### src/rtl/lsu_pkg.sv
`default_nettype none
// ============================================================================
// Module   : lsu_pkg
// Purpose  : Shared types and helpers for the load/store misalignment unit.
// Revision : 1.0
// ============================================================================
package lsu_pkg;

    typedef enum logic [1:0] {
        IDLE = 2'd0,
        ACC0 = 2'd1,
        ACC1 = 2'd2,
        FIN  = 2'd3
    } state_t;

    localparam logic [2:0] F3_B  = 3'b000;
    localparam logic [2:0] F3_H  = 3'b001;
    localparam logic [2:0] F3_W  = 3'b010;
    localparam logic [2:0] F3_BU = 3'b100;
    localparam logic [2:0] F3_HU = 3'b101;

    typedef enum logic [1:0] {
        SZ_B = 2'd0,
        SZ_H = 2'd1,
        SZ_W = 2'd2
    } size_t;

    // Any code that is not a byte or half access is handled as a word.
    function automatic size_t f3_size(input logic [2:0] f3);
        case (f3)
            F3_B, F3_BU: return SZ_B;
            F3_H, F3_HU: return SZ_H;
            F3_W:        return SZ_W;
            default:     return SZ_W;
        endcase
    endfunction

    function automatic logic f3_unsigned(input logic [2:0] f3);
        return (f3 == F3_BU) || (f3 == F3_HU);
    endfunction

    function automatic logic [3:0] base_mask(input size_t sz);
        case (sz)
            SZ_B:    return 4'b0001;
            SZ_H:    return 4'b0011;
            default: return 4'b1111;
        endcase
    endfunction

endpackage
`default_nettype wire

### src/rtl/lsu_misalign_unit_if.sv
`default_nettype none
// ============================================================================
// Module   : lsu_misalign_unit_if
// Purpose  : Pipeline request/response and data-memory port bundle.
// Revision : 1.0
// ============================================================================
interface lsu_misalign_unit_if #(
    parameter int DM_ADDRESS = 9,
    parameter int DATA_W     = 32
);
    logic                  req_valid;
    logic                  req_ready;
    logic                  req_we;
    logic [2:0]            req_funct3;
    logic [DM_ADDRESS-1:0] req_addr;
    logic [DATA_W-1:0]     req_wdata;
    logic                  resp_valid;
    logic [DATA_W-1:0]     resp_rdata;
    logic                  mem_re;
    logic [3:0]            mem_wr;
    logic [DM_ADDRESS-1:0] mem_addr;
    logic [DATA_W-1:0]     mem_wdata;
    logic [DATA_W-1:0]     mem_rdata;

    // Master is the surrounding environment: the pipeline plus data memory.
    modport master (
        output req_valid, req_we, req_funct3, req_addr, req_wdata, mem_rdata,
        input  req_ready, resp_valid, resp_rdata, mem_re, mem_wr, mem_addr, mem_wdata
    );

    modport slave (
        input  req_valid, req_we, req_funct3, req_addr, req_wdata, mem_rdata,
        output req_ready, resp_valid, resp_rdata, mem_re, mem_wr, mem_addr, mem_wdata
    );
endinterface
`default_nettype wire

### src/rtl/lsu_lane_align.sv
`default_nettype none
// ============================================================================
// Module   : lsu_lane_align
// Purpose  : Store rotate, 8-bit byte mask and load shift/extend (combinational).
// Revision : 1.0
// ============================================================================
module lsu_lane_align
    import lsu_pkg::*;
#(
    parameter int DATA_W = 32
) (
    input  size_t             i_size,
    input  logic              i_uns,
    input  logic [1:0]        i_off,
    input  logic [DATA_W-1:0] i_wdata,
    input  logic [DATA_W-1:0] i_word0,
    input  logic [DATA_W-1:0] i_word1,
    output logic [DATA_W-1:0] o_wdata_rot,
    output logic [7:0]        o_mask,
    output logic              o_split,
    output logic [DATA_W-1:0] o_rdata_ext
);
    logic [5:0]        w_shamt;
    logic [DATA_W-1:0] w_rlow;

    always_comb begin
        w_shamt     = {1'b0, i_off, 3'b000};
        // A shift by the full width yields zero, so offset 0 passes data through.
        o_wdata_rot = (i_wdata << w_shamt) | (i_wdata >> (6'd32 - w_shamt));
        o_mask      = {4'b0000, base_mask(i_size)} << i_off;
        o_split     = |o_mask[7:4];
        w_rlow      = DATA_W'({i_word1, i_word0} >> w_shamt);
        case (i_size)
            SZ_B:    o_rdata_ext = {{(DATA_W-8){~i_uns & w_rlow[7]}}, w_rlow[7:0]};
            SZ_H:    o_rdata_ext = {{(DATA_W-16){~i_uns & w_rlow[15]}}, w_rlow[15:0]};
            default: o_rdata_ext = w_rlow;
        endcase
    end
endmodule
`default_nettype wire

### src/rtl/lsu_misalign_unit.sv
`default_nettype none
// ============================================================================
// Module   : lsu_misalign_unit
// Purpose  : Load/store initiator splitting misaligned accesses into two words.
// Revision : 1.0
// ============================================================================
module lsu_misalign_unit
    import lsu_pkg::*;
#(
    parameter int DM_ADDRESS = 9,
    parameter int DATA_W     = 32
) (
    input  logic               clk,
    input  logic               reset,
    lsu_misalign_unit_if.slave bus
);
    localparam int c_WIDX_W = DM_ADDRESS - 2;

    state_t                r_state, w_state_nxt;
    logic                  r_we, r_uns, r_split;
    size_t                 r_size;
    logic [1:0]            r_off;
    logic [c_WIDX_W-1:0]   r_widx, w_widx_inc;
    logic [DATA_W-1:0]     r_wdata, r_word0;

    logic                  r_mem_re, w_mem_re_nxt;
    logic [3:0]            r_mem_wr, w_mem_wr_nxt;
    logic [DM_ADDRESS-1:0] r_mem_addr, w_mem_addr_nxt;
    logic [DATA_W-1:0]     r_mem_wdata, w_mem_wdata_nxt;
    logic                  r_resp_valid;
    logic [DATA_W-1:0]     r_resp_rdata;

    logic                  w_sel_we, w_sel_uns;
    size_t                 w_sel_size;
    logic [1:0]            w_sel_off;
    logic [c_WIDX_W-1:0]   w_sel_widx;
    logic [DATA_W-1:0]     w_sel_wdata, w_word0;
    logic [DATA_W-1:0]     w_rot, w_ext;
    logic [7:0]            w_mask;
    logic                  w_split;

    // In IDLE the first access is computed straight from the request so that
    // the registered strobes appear in the cycle the FSM sits in ACC0.
    always_comb begin
        w_sel_we    = r_we;
        w_sel_uns   = r_uns;
        w_sel_size  = r_size;
        w_sel_off   = r_off;
        w_sel_widx  = r_widx;
        w_sel_wdata = r_wdata;
        if (r_state == IDLE) begin
            w_sel_we    = bus.req_we;
            w_sel_uns   = f3_unsigned(bus.req_funct3);
            w_sel_size  = f3_size(bus.req_funct3);
            w_sel_off   = bus.req_addr[1:0];
            w_sel_widx  = bus.req_addr[DM_ADDRESS-1:2];
            w_sel_wdata = bus.req_wdata;
        end
        w_widx_inc = r_widx + c_WIDX_W'(1);
        w_word0    = r_split ? r_word0 : bus.mem_rdata;
    end

    lsu_lane_align #(.DATA_W(DATA_W)) u_lane_align (
        .i_size      (w_sel_size),
        .i_uns       (w_sel_uns),
        .i_off       (w_sel_off),
        .i_wdata     (w_sel_wdata),
        .i_word0     (w_word0),
        .i_word1     (bus.mem_rdata),
        .o_wdata_rot (w_rot),
        .o_mask      (w_mask),
        .o_split     (w_split),
        .o_rdata_ext (w_ext)
    );

    always_comb begin
        w_state_nxt     = r_state;
        w_mem_re_nxt    = 1'b0;
        w_mem_wr_nxt    = 4'b0000;
        w_mem_addr_nxt  = '0;
        w_mem_wdata_nxt = '0;
        case (r_state)
            IDLE: begin
                if (bus.req_valid) begin
                    w_state_nxt     = ACC0;
                    w_mem_re_nxt    = ~w_sel_we;
                    w_mem_wr_nxt    = w_sel_we ? w_mask[3:0] : 4'b0000;
                    w_mem_addr_nxt  = {w_sel_widx, 2'b00};
                    w_mem_wdata_nxt = w_sel_we ? w_rot : '0;
                end
            end
            ACC0: begin
                if (r_split) begin
                    w_state_nxt     = ACC1;
                    w_mem_re_nxt    = ~r_we;
                    w_mem_wr_nxt    = r_we ? w_mask[7:4] : 4'b0000;
                    w_mem_addr_nxt  = {w_widx_inc, 2'b00};
                    w_mem_wdata_nxt = r_we ? w_rot : '0;
                end else begin
                    w_state_nxt = FIN;
                end
            end
            ACC1:    w_state_nxt = FIN;
            FIN:     w_state_nxt = IDLE;
            default: w_state_nxt = IDLE;
        endcase
    end

    always_ff @(posedge clk) begin
        if (reset) r_state <= IDLE;
        else       r_state <= w_state_nxt;
    end

    always_ff @(posedge clk) begin
        if (reset) begin
            r_we         <= 1'b0;
            r_uns        <= 1'b0;
            r_split      <= 1'b0;
            r_size       <= SZ_B;
            r_off        <= 2'b00;
            r_widx       <= '0;
            r_wdata      <= '0;
            r_word0      <= '0;
            r_mem_re     <= 1'b0;
            r_mem_wr     <= 4'b0000;
            r_mem_addr   <= '0;
            r_mem_wdata  <= '0;
            r_resp_valid <= 1'b0;
            r_resp_rdata <= '0;
        end else begin
            r_mem_re     <= w_mem_re_nxt;
            r_mem_wr     <= w_mem_wr_nxt;
            r_mem_addr   <= w_mem_addr_nxt;
            r_mem_wdata  <= w_mem_wdata_nxt;
            r_resp_valid <= (r_state == FIN);
            if (r_state == IDLE && bus.req_valid) begin
                r_we    <= w_sel_we;
                r_uns   <= w_sel_uns;
                r_size  <= w_sel_size;
                r_off   <= w_sel_off;
                r_widx  <= w_sel_widx;
                r_wdata <= w_sel_wdata;
                r_split <= w_split;
            end
            if (r_state == ACC1) r_word0 <= bus.mem_rdata;
            if (r_state == FIN)  r_resp_rdata <= r_we ? '0 : w_ext;
        end
    end

    assign bus.req_ready  = (r_state == IDLE);
    assign bus.resp_valid = r_resp_valid;
    assign bus.resp_rdata = r_resp_rdata;
    assign bus.mem_re     = r_mem_re;
    assign bus.mem_wr     = r_mem_wr;
    assign bus.mem_addr   = r_mem_addr;
    assign bus.mem_wdata  = r_mem_wdata;
endmodule
`default_nettype wire

### src/flat_wrapper.sv
// flat-port wrapper written by rule: the top's interface ports become plain ports
module lsu_misalign_unit_flat import lsu_pkg::*;
#(
    parameter int DM_ADDRESS = 9,
    parameter int DATA_W     = 32
)
  (clk, reset, bus_req_valid, bus_req_we, bus_req_funct3, bus_req_addr, bus_req_wdata, bus_mem_rdata, bus_req_ready, bus_resp_valid, bus_resp_rdata, bus_mem_re, bus_mem_wr, bus_mem_addr, bus_mem_wdata);
  lsu_misalign_unit_if #(.DM_ADDRESS(DM_ADDRESS), .DATA_W(DATA_W)) bus_i ();
  input  logic clk;
  input  logic reset;
  input wire logic [$bits(bus_i.req_valid)-1:0] bus_req_valid;
  input wire logic [$bits(bus_i.req_we)-1:0] bus_req_we;
  input wire logic [$bits(bus_i.req_funct3)-1:0] bus_req_funct3;
  input wire logic [$bits(bus_i.req_addr)-1:0] bus_req_addr;
  input wire logic [$bits(bus_i.req_wdata)-1:0] bus_req_wdata;
  input wire logic [$bits(bus_i.mem_rdata)-1:0] bus_mem_rdata;
  output wire logic [$bits(bus_i.req_ready)-1:0] bus_req_ready;
  output wire logic [$bits(bus_i.resp_valid)-1:0] bus_resp_valid;
  output wire logic [$bits(bus_i.resp_rdata)-1:0] bus_resp_rdata;
  output wire logic [$bits(bus_i.mem_re)-1:0] bus_mem_re;
  output wire logic [$bits(bus_i.mem_wr)-1:0] bus_mem_wr;
  output wire logic [$bits(bus_i.mem_addr)-1:0] bus_mem_addr;
  output wire logic [$bits(bus_i.mem_wdata)-1:0] bus_mem_wdata;
  assign bus_i.req_valid = bus_req_valid;
  assign bus_i.req_we = bus_req_we;
  assign bus_i.req_funct3 = bus_req_funct3;
  assign bus_i.req_addr = bus_req_addr;
  assign bus_i.req_wdata = bus_req_wdata;
  assign bus_i.mem_rdata = bus_mem_rdata;
  assign bus_req_ready = bus_i.req_ready;
  assign bus_resp_valid = bus_i.resp_valid;
  assign bus_resp_rdata = bus_i.resp_rdata;
  assign bus_mem_re = bus_i.mem_re;
  assign bus_mem_wr = bus_i.mem_wr;
  assign bus_mem_addr = bus_i.mem_addr;
  assign bus_mem_wdata = bus_i.mem_wdata;
  lsu_misalign_unit #(.DM_ADDRESS(DM_ADDRESS), .DATA_W(DATA_W)) u_core (.clk(clk), .reset(reset), .bus(bus_i));
endmodule
### config.mk
export PLATFORM = sky130hd
export DESIGN_NAME = lsu_misalign_unit_flat
export DESIGN_NICKNAME = d
export VERILOG_FILES = /design/src/rtl/lsu_pkg.sv /design/src/rtl/lsu_misalign_unit_if.sv /design/src/rtl/lsu_lane_align.sv /design/src/rtl/lsu_misalign_unit.sv /design/src/flat_wrapper.sv
export SDC_FILE = /design/constraint.sdc
export NUM_CORES = 1
export LEC_CHECK = 0
export CAP_MARGIN = 20
export CORE_AREA = 2 2 133 135
export DETAILED_ROUTE_END_ITERATION = 10
export DIE_AREA = 0 0 135 137
export PLACE_DENSITY_LB_ADDON = 0.1
export SLEW_MARGIN = 25
export SYNTH_ARGS = -nofsm -noshare
export SYNTH_HDL_FRONTEND = slang
export SYNTH_SLANG_ARGS = --single-unit
export TNS_END_PERCENT = 50
### constraint.sdc
create_clock -name clk -period 2.5 [get_ports clk]
set_input_delay 0.375 -clock clk [delete_from_list [all_inputs] [get_ports clk]]
set_output_delay 0.375 -clock clk [all_outputs]
set_load 0.005 [all_outputs]
# After elaboration in Yosys (flattened, before gate mapping)
# Cells that the tools add are included.
op_classes:
  n_reduce_logical: 8
  shifts: 4
  eq_ne: 8
  n_addsub: 2
  bitwise: 6
  n_mux: 30
ops:
  columns: ["cell", "count"]
  rows:
  - ["$mux 32", 7]
  - ["$pmux 32 s2", 2]
  - ["$shr 64x5->32", 1]
  - ["$or 32x32->32", 1]
  - ["$shl 32x5->32", 1]
  - ["$shr 32x6->32", 1]
  - ["$mux 9", 2]
  - ["$pmux 9 s2", 1]
  - ["$mux 4", 4]
  - ["$pmux 4 s2", 2]
  - ["$pmux 2 s4", 1]
  - ["$shl 4x2->8", 1]
  - ["$add 7x1->7 const B", 1]
  - ["$mux 7", 1]
  - ["$eq 3x3->1 const B", 2]
  - ["$mux 2", 3]
  - ["$sub 6x5->6 const A", 1]
  - ["$mux 1", 5]
  - ["$eq 2x1->1 const B", 2]
  - ["$eq 2x2->1 const B", 2]
  - ["$logic_not 2->1", 2]
  - ["$pmux 2 s2", 1]
  - ["$reduce_or 2->1", 2]
  - ["$reduce_or 4->1", 1]
  - ["other kinds (8)", 11]
totals:
  register_bits: 159
  output_inout_bits: 80
  in_bits: 80

# Logic depth before layout (Yosys ltp)
# Gate-level depths: netlist (run 1).
logic_depth:
  depth_word: 10
  mapped_depth: 10
  depth_no_buf: 7

# Modules after synthesis
# Synthesis (run 1) repeated with hierarchy kept, for this count alone.
unflattened:
  hier_cells: 913
  hier_area_um2: 8440.6
by_module_without_submodules:
  columns: ["mod", "area_per_inst_um2", "cells_per_inst", "n_inst", "seq_area_each_um2"]
  rows:
  - ["lsu_misalign_unit", 6329.8, 668, 1, 3143.0]
  - ["lsu_lane_align", 2110.8, 245, 1, 0.0]

# Least setup slack after synthesis (run 1)
# OpenSTA, ideal clock, no wires.
synth_path:
  path_kind: "flip-flop to flip-flop"
  from: "register u_core.r_state[1]"
  to: "register u_core.r_resp_rdata[22] (netlist: u_core.bus.resp_rdata[22])"
  synth_period_minus_slack_ns: 2.134
  stages_incl_launch_ff: 11
  setup_time_ns: 0.119
  arrival_time_ns: 2.015
  required_ns: 2.381
  setup_slack_ns: 0.366
  path_cell_list: "dfxtp_1 > inv_1 > ha_1 > buf_6 > mux2_4 > buf_6 > nor2_1 > o32ai_2 > a32oi_4 > buf_6 > o21ai_2"
synth_between:
  elab_chain_cells: 6
  word_cells_on_any_way: 13
  classes_between: "eq/ne (2); shift (1); mux (5); bitwise (3); reduce/logical (2)"
synth_lines:
  columns: ["item", "line_no", "source"]
  rows:
  - ["start: declaration", "lsu_misalign_unit.sv:19", "state_t r_state, w_state_nxt;"]
  - ["start signal: assignment", "lsu_misalign_unit.sv:111", "else r_state <= w_state_nxt;"]
  - ["$logic_not 2->1 (*)", null, null]
  - ["via bus_req_ready", "flat_wrapper.sv:17", "output wire logic [$bits(bus_i.req_ready)-1:0] bus_req_ready;"]
  - ["$mux 2 or $mux 1 (tied branches)", "lsu_misalign_unit.sv:51", "if (r_state == IDLE) begin"]
  - ["$shr 64x5->32 or $not 1->1 (tied branches)", "lsu_lane_align.sv:32, lsu_lane_align.sv:34, lsu_lane_align.sv:35", null]
  - ["$and 1x1->1, on equally long branches", "lsu_lane_align.sv:35, lsu_lane_align.sv:34", null]
  - ["$pmux 32 s2 (*)", "lsu_lane_align.sv:33", "case (i_size)"]
  - ["$mux 32 (*)", "lsu_misalign_unit.sv:146", "if (r_state == FIN) r_resp_rdata <= r_we ? '0 : w_ext;"]
  - ["end signal: assignment", "lsu_misalign_unit.sv:146", null]
  - ["end: declaration", "lsu_misalign_unit.sv:31", "logic [DATA_W-1:0] r_resp_rdata;"]
# The timed path passes the listed nets; every way through them passes the cells marked *.
# A chain may end at the register's enable or synchronous reset.

# Worst setup path in the final report (run 1)
layout_path:
  from: "register u_core.r_state[1]"
  to: "register u_core.r_resp_rdata[24] (netlist: u_core.bus.resp_rdata[24])"
layout_between:
  elab_chain_cells: 6
  word_cells_on_any_way: 13
  classes_between: "eq/ne (2); shift (1); mux (5); bitwise (3); reduce/logical (2)"
layout_lines:
  columns: ["item", "line_no"]
  rows:
  - ["$logic_not 2->1", "lsu_misalign_unit.sv:51"]
  - ["$mux 2 or $mux 1 (tied branches)", "lsu_misalign_unit.sv:51"]
  - ["$shr 64x5->32 or $not 1->1 (tied branches)", "lsu_lane_align.sv:32, lsu_lane_align.sv:34, lsu_lane_align.sv:35"]
  - ["$and 1x1->1, on equally long branches", "lsu_lane_align.sv:35, lsu_lane_align.sv:34"]
  - ["$pmux 32 s2", "lsu_lane_align.sv:33"]
  - ["$mux 32", "lsu_misalign_unit.sv:146"]
# Several ways; a longest one is shown, not always the timed one.

==> qor.txt, run 1 <==
CTS tree -> done
RSZ-0062 raised after global routing -> yes
CP most frequent cell -> buf_12
PortBufs -> 157
# DRC -> 0
DIE AREA -> 18500 um^2
Switching share of power -> 41.3%
Reg power frac -> 26.1%
Vias in the first global route -> 6673
Post-synth EDFFs -> 0
Clk sinks -> 157
Cts hold-fix bufs -> 0
P_leak -> 4.10 nW
Fin Hold WS -> 0.306 ns
Overall power -> 12.2 mW
Sum Neg Setup Slack -> 0 ns
Startpoint class of the critical path -> flop
Critical path peak fanout -> 25
Int Power -> 7.16 mW
Slowest CP cell -> mux4_2
Fraction of layout cells with a size suffix above 1 -> 12.9%
Min cycle time layout -> 2.37 ns
Synth warn -> 0
Root buffer cell -> clkbuf_16
Endpoints failing hold -> 0
Worst slew margin -> 40.8%
Max-slew violation count -> 0
Commonest non-fill, non-tap cell in the layout -> nand2_1
Main synth FF type -> dfxtp_1
Slew @ Worst Pin -> 0.887 ns
Die W -> 135 um
Hold crit path type -> in2reg
CP Capture Type -> flop
WL/cell -> 17.6 um
Highest Clock Rate -> 0.422 GHz
Comb power frac -> 52.9%
Final core occ -> 64.0%
Critical Path AT -> 2.69 ns
Skew-Pair Late Insertion Delay -> 0.43 ns
Worst Clk Skew -> 0.00962 ns
Clock tree buffer depth -> 2
Largest net degree at the start of global routing -> 79
WP data required -> 2.82 ns
Drt first pass iters -> 5
Multi-input gate area -> 4870 um^2
Antenna violations before repair -> 1
Core area -> 17100 um^2
Syn_area_per_cell -> 8.45 um^2
Setup violators final -> 0
Net Sw Power -> 5.03 mW
Flop and latch count out of synthesis -> 157
Library cells used by synthesis -> 54
GRT Util Overall -> 25.8%
Clock power share -> 21.0%
Worst Path Class, Setup -> reg2reg
FP Rows -> 48
Final estimated routing congestion in global placement -> 0.860
Nets -> 1217
Period utilization -> 94.8%
IR drop worst, VDD -> 0.702 mV
Cell area after synthesis -> 8360 um^2
Sequential-to-total area share from yosys stat -> 37.6%
Global-route wire length before repair -> 37.2 mm
Worst path top cell family by delay -> multiplexers
Cts bufs inserted -> 17
CP Cell Sequence -> inv_1, ha_4, buf_12, mux2_4, buf_12, mux4_2, nor2_1, o21ai_2
Fillers -> 1502
Detail Route Antenna Nets -> 0
Die height -> 137 um
Routed wire length -> 24.1 mm
Drt via density -> 5.61
GRT overflow -> 0
Vias -> 7687
Status -> finished clean
Synth Instances -> 990
HPWL after DPL -> 16.9 mm
1st-iter DRT viols -> 692
Max-Cap Viols -> 0
Worst path buffer plus inverter count -> 3
Most frequent cells in the layout -> nand2_1, dfxtp_1, clkdlybuf4s50_1, nor2_1, a21oi_1
Sequential cell area -> 3140 um^2
Clock slew at reported path FFs -> 0.06 ns
Starting Density -> 49.0%
Async S/R FF share, synth -> 0%
Boundary Pins -> 160
# H-tree levels -> 4
Pwr/cell area -> 1120 nW/um^2
Slowest cell delay on critical path -> 0.56 ns
Area Overhead vs Synth -> 30.6%
routing by layer:
layer  track usage [%]  vias up  wire [um]  part of all wire, %
li1                  -     3775          -                    -
met1              40.5     3573      11900                   49
met2              35.9      325       9930                   41
met3              5.56       14       2030                  8.4
met4              5.56        0        195                 0.81
met5                 0        -          0                    0
worst reg2reg max path: cells and delay by family, from the launching register on:
family	cells	cell delay, ns
compound gates	1	0.07
fa+ha+maj	1	0.22
buf+inv	3	0.49
flops	1	0.40
mux	2	0.83
simple gates	1	0.25
synthesized netlist by cell type (2+ instances only):
cell | number | share of area [%]
nand3_1 | 14 | 0.84
dfxtp_1 | 157 | 38
o21bai_1 | 3 | 0.27
nor2b_1 | 35 | 2.6
buf_2 | 20 | 1.2
mux2_2 | 18 | 2.4
nand2_1 | 188 | 8.4
buf_1 | 15 | 0.67
ha_1 | 6 | 0.90
nand3b_1 | 2 | 0.18
a22oi_1 | 2 | 0.18
xor2_1 | 2 | 0.21
buf_6 | 5 | 0.67
a211oi_1 | 67 | 6.0
mux2_4 | 2 | 0.36
a31oi_1 | 20 | 1.5
and3_1 | 3 | 0.22
mux2i_4 | 2 | 0.54
a21oi_1 | 86 | 5.1
nand2b_1 | 4 | 0.30
nor2_1 | 114 | 5.1
buf_4 | 5 | 0.45
o211ai_1 | 8 | 0.72
nand4b_1 | 2 | 0.21
o22a_1 | 4 | 0.42
o21ai_0 | 15 | 0.90
inv_1 | 3 | 0.13
mux4_2 | 21 | 5.7
clkbuf_1 | 37 | 1.7
nor3_1 | 9 | 0.54
nor3b_1 | 5 | 0.45
o22ai_1 | 3 | 0.22
mux2i_1 | 82 | 9.8
o21ai_2 | 11 | 1.2
path summary, 6_finish.rpt:
check	end	cells past startpoint	slack (ns)	from
max	u_core.bus.resp_rdata[24]$_SDFFE_PP0P_	8	0.13	u_core.r_state[1]$_SDFFE_PP0P_
max reg2reg	u_core.bus.resp_rdata[24]$_SDFFE_PP0P_	8	0.13	u_core.r_state[1]$_SDFFE_PP0P_
min	u_core.r_word0[3]$_SDFFE_PP0N_	2	0.31	reset
min reg2reg	u_core.bus.resp_rdata[15]$_SDFFE_PP0P_	2	0.45	u_core.bus.resp_rdata[15]$_SDFFE_PP0P_
cells by family (layout without fill, tap and decap cells):
logic type,count (synthesis),count (layout),synth area share [%]
simple gates,381,381,19.4
compound gates,230,230,18.0
other cells,1,3,0.0448
mux,126,126,19.0
fa+ha+maj,6,6,0.898
buf+inv,87,240,4.89
xor+xnor,2,2,0.210
flops,157,157,37.6
sequential cells by signal, summed over array words and instances, names as in the netlist, 2 cells and up:
register,cells
u_core.r_size,2
u_core.r_state,2
u_core.r_wdata,32
u_core.bus.mem_addr,7
u_core.bus.mem_wdata,32
u_core.r_word0,32
u_core.bus.mem_wr,4
u_core.r_off,2
u_core.r_widx,7
u_core.bus.resp_rdata,32
power groups by stage:
stage          Sequential (mW)  Combinational, mW  Clock [mW]
3_5_place_dp              3.23               6.29           0
6_report                  3.19               6.45        2.56
5_1_grt                   3.24               7.00        2.70
2_1_floorplan             3.17               4.42           0
3_3_place_gp              3.22               6.24           0
4_1_cts                   3.18               6.34        2.60
per-stage QoR:
| stage | instances | area, um^2 | setup slack (ns) |
|---|---|---|---|
| floorplan | 991 | 8370 | 0.366 |
| global placement | 1336 | 10300 | -0.0172 |
| detailed placement | 1336 | 10300 | -0.0710 |
| CTS | 1369 | 10900 | 0.00570 |
| global route | 1369 | 10900 | -0.00881 |
| finish | 1370 | 10900 | 0.131 |
what timing repair did:
action,in CTS,in global routing
setup endpoints to repair,6,13
pin swaps,1,0
setup buffers,1,0
resized for setup,0,6
final cells by class:
class | count | area share, %
antenna | 1 | 0.0229
sequential | 157 | 28.8
multi-input combinational | 747 | 44.6
clock buffer | 19 | 3.96
clock inverter | 13 | 1.32
inverter | 4 | 0.137
timing repair buffer | 204 | 18.6
tap | 225 | 2.58
No activity file was read; power rests on OpenSTA's default activity.
==> run 2, diff against run 1 <==
--- a/config.mk
+++ b/config.mk
@@ -5,6 +5,7 @@
 export SDC_FILE = /design/constraint.sdc
 export NUM_CORES = 1
 export LEC_CHECK = 0
+export ABC_CLOCK_PERIOD_IN_PS = 2500
 export CAP_MARGIN = 20
 export CORE_AREA = 2 2 133 135
 export DETAILED_ROUTE_END_ITERATION = 10
==> results of run 2 <==
The final DEF is identical to that of run 1; final timing and power are the same.
==> run 3, diff against run 2 <==
--- a/config.mk
+++ b/config.mk
@@ -10,9 +10,10 @@
 export CORE_AREA = 2 2 133 135
 export DETAILED_ROUTE_END_ITERATION = 10
 export DIE_AREA = 0 0 135 137
+export HOLD_SLACK_MARGIN = 0.08
 export PLACE_DENSITY_LB_ADDON = 0.1
 export SLEW_MARGIN = 25
 export SYNTH_ARGS = -nofsm -noshare
 export SYNTH_HDL_FRONTEND = slang
 export SYNTH_SLANG_ARGS = --single-unit
-export TNS_END_PERCENT = 50
+export TNS_END_PERCENT = 1
==> results of run 3 <==
The final DEF is identical to that of run 1; final timing and power are the same.
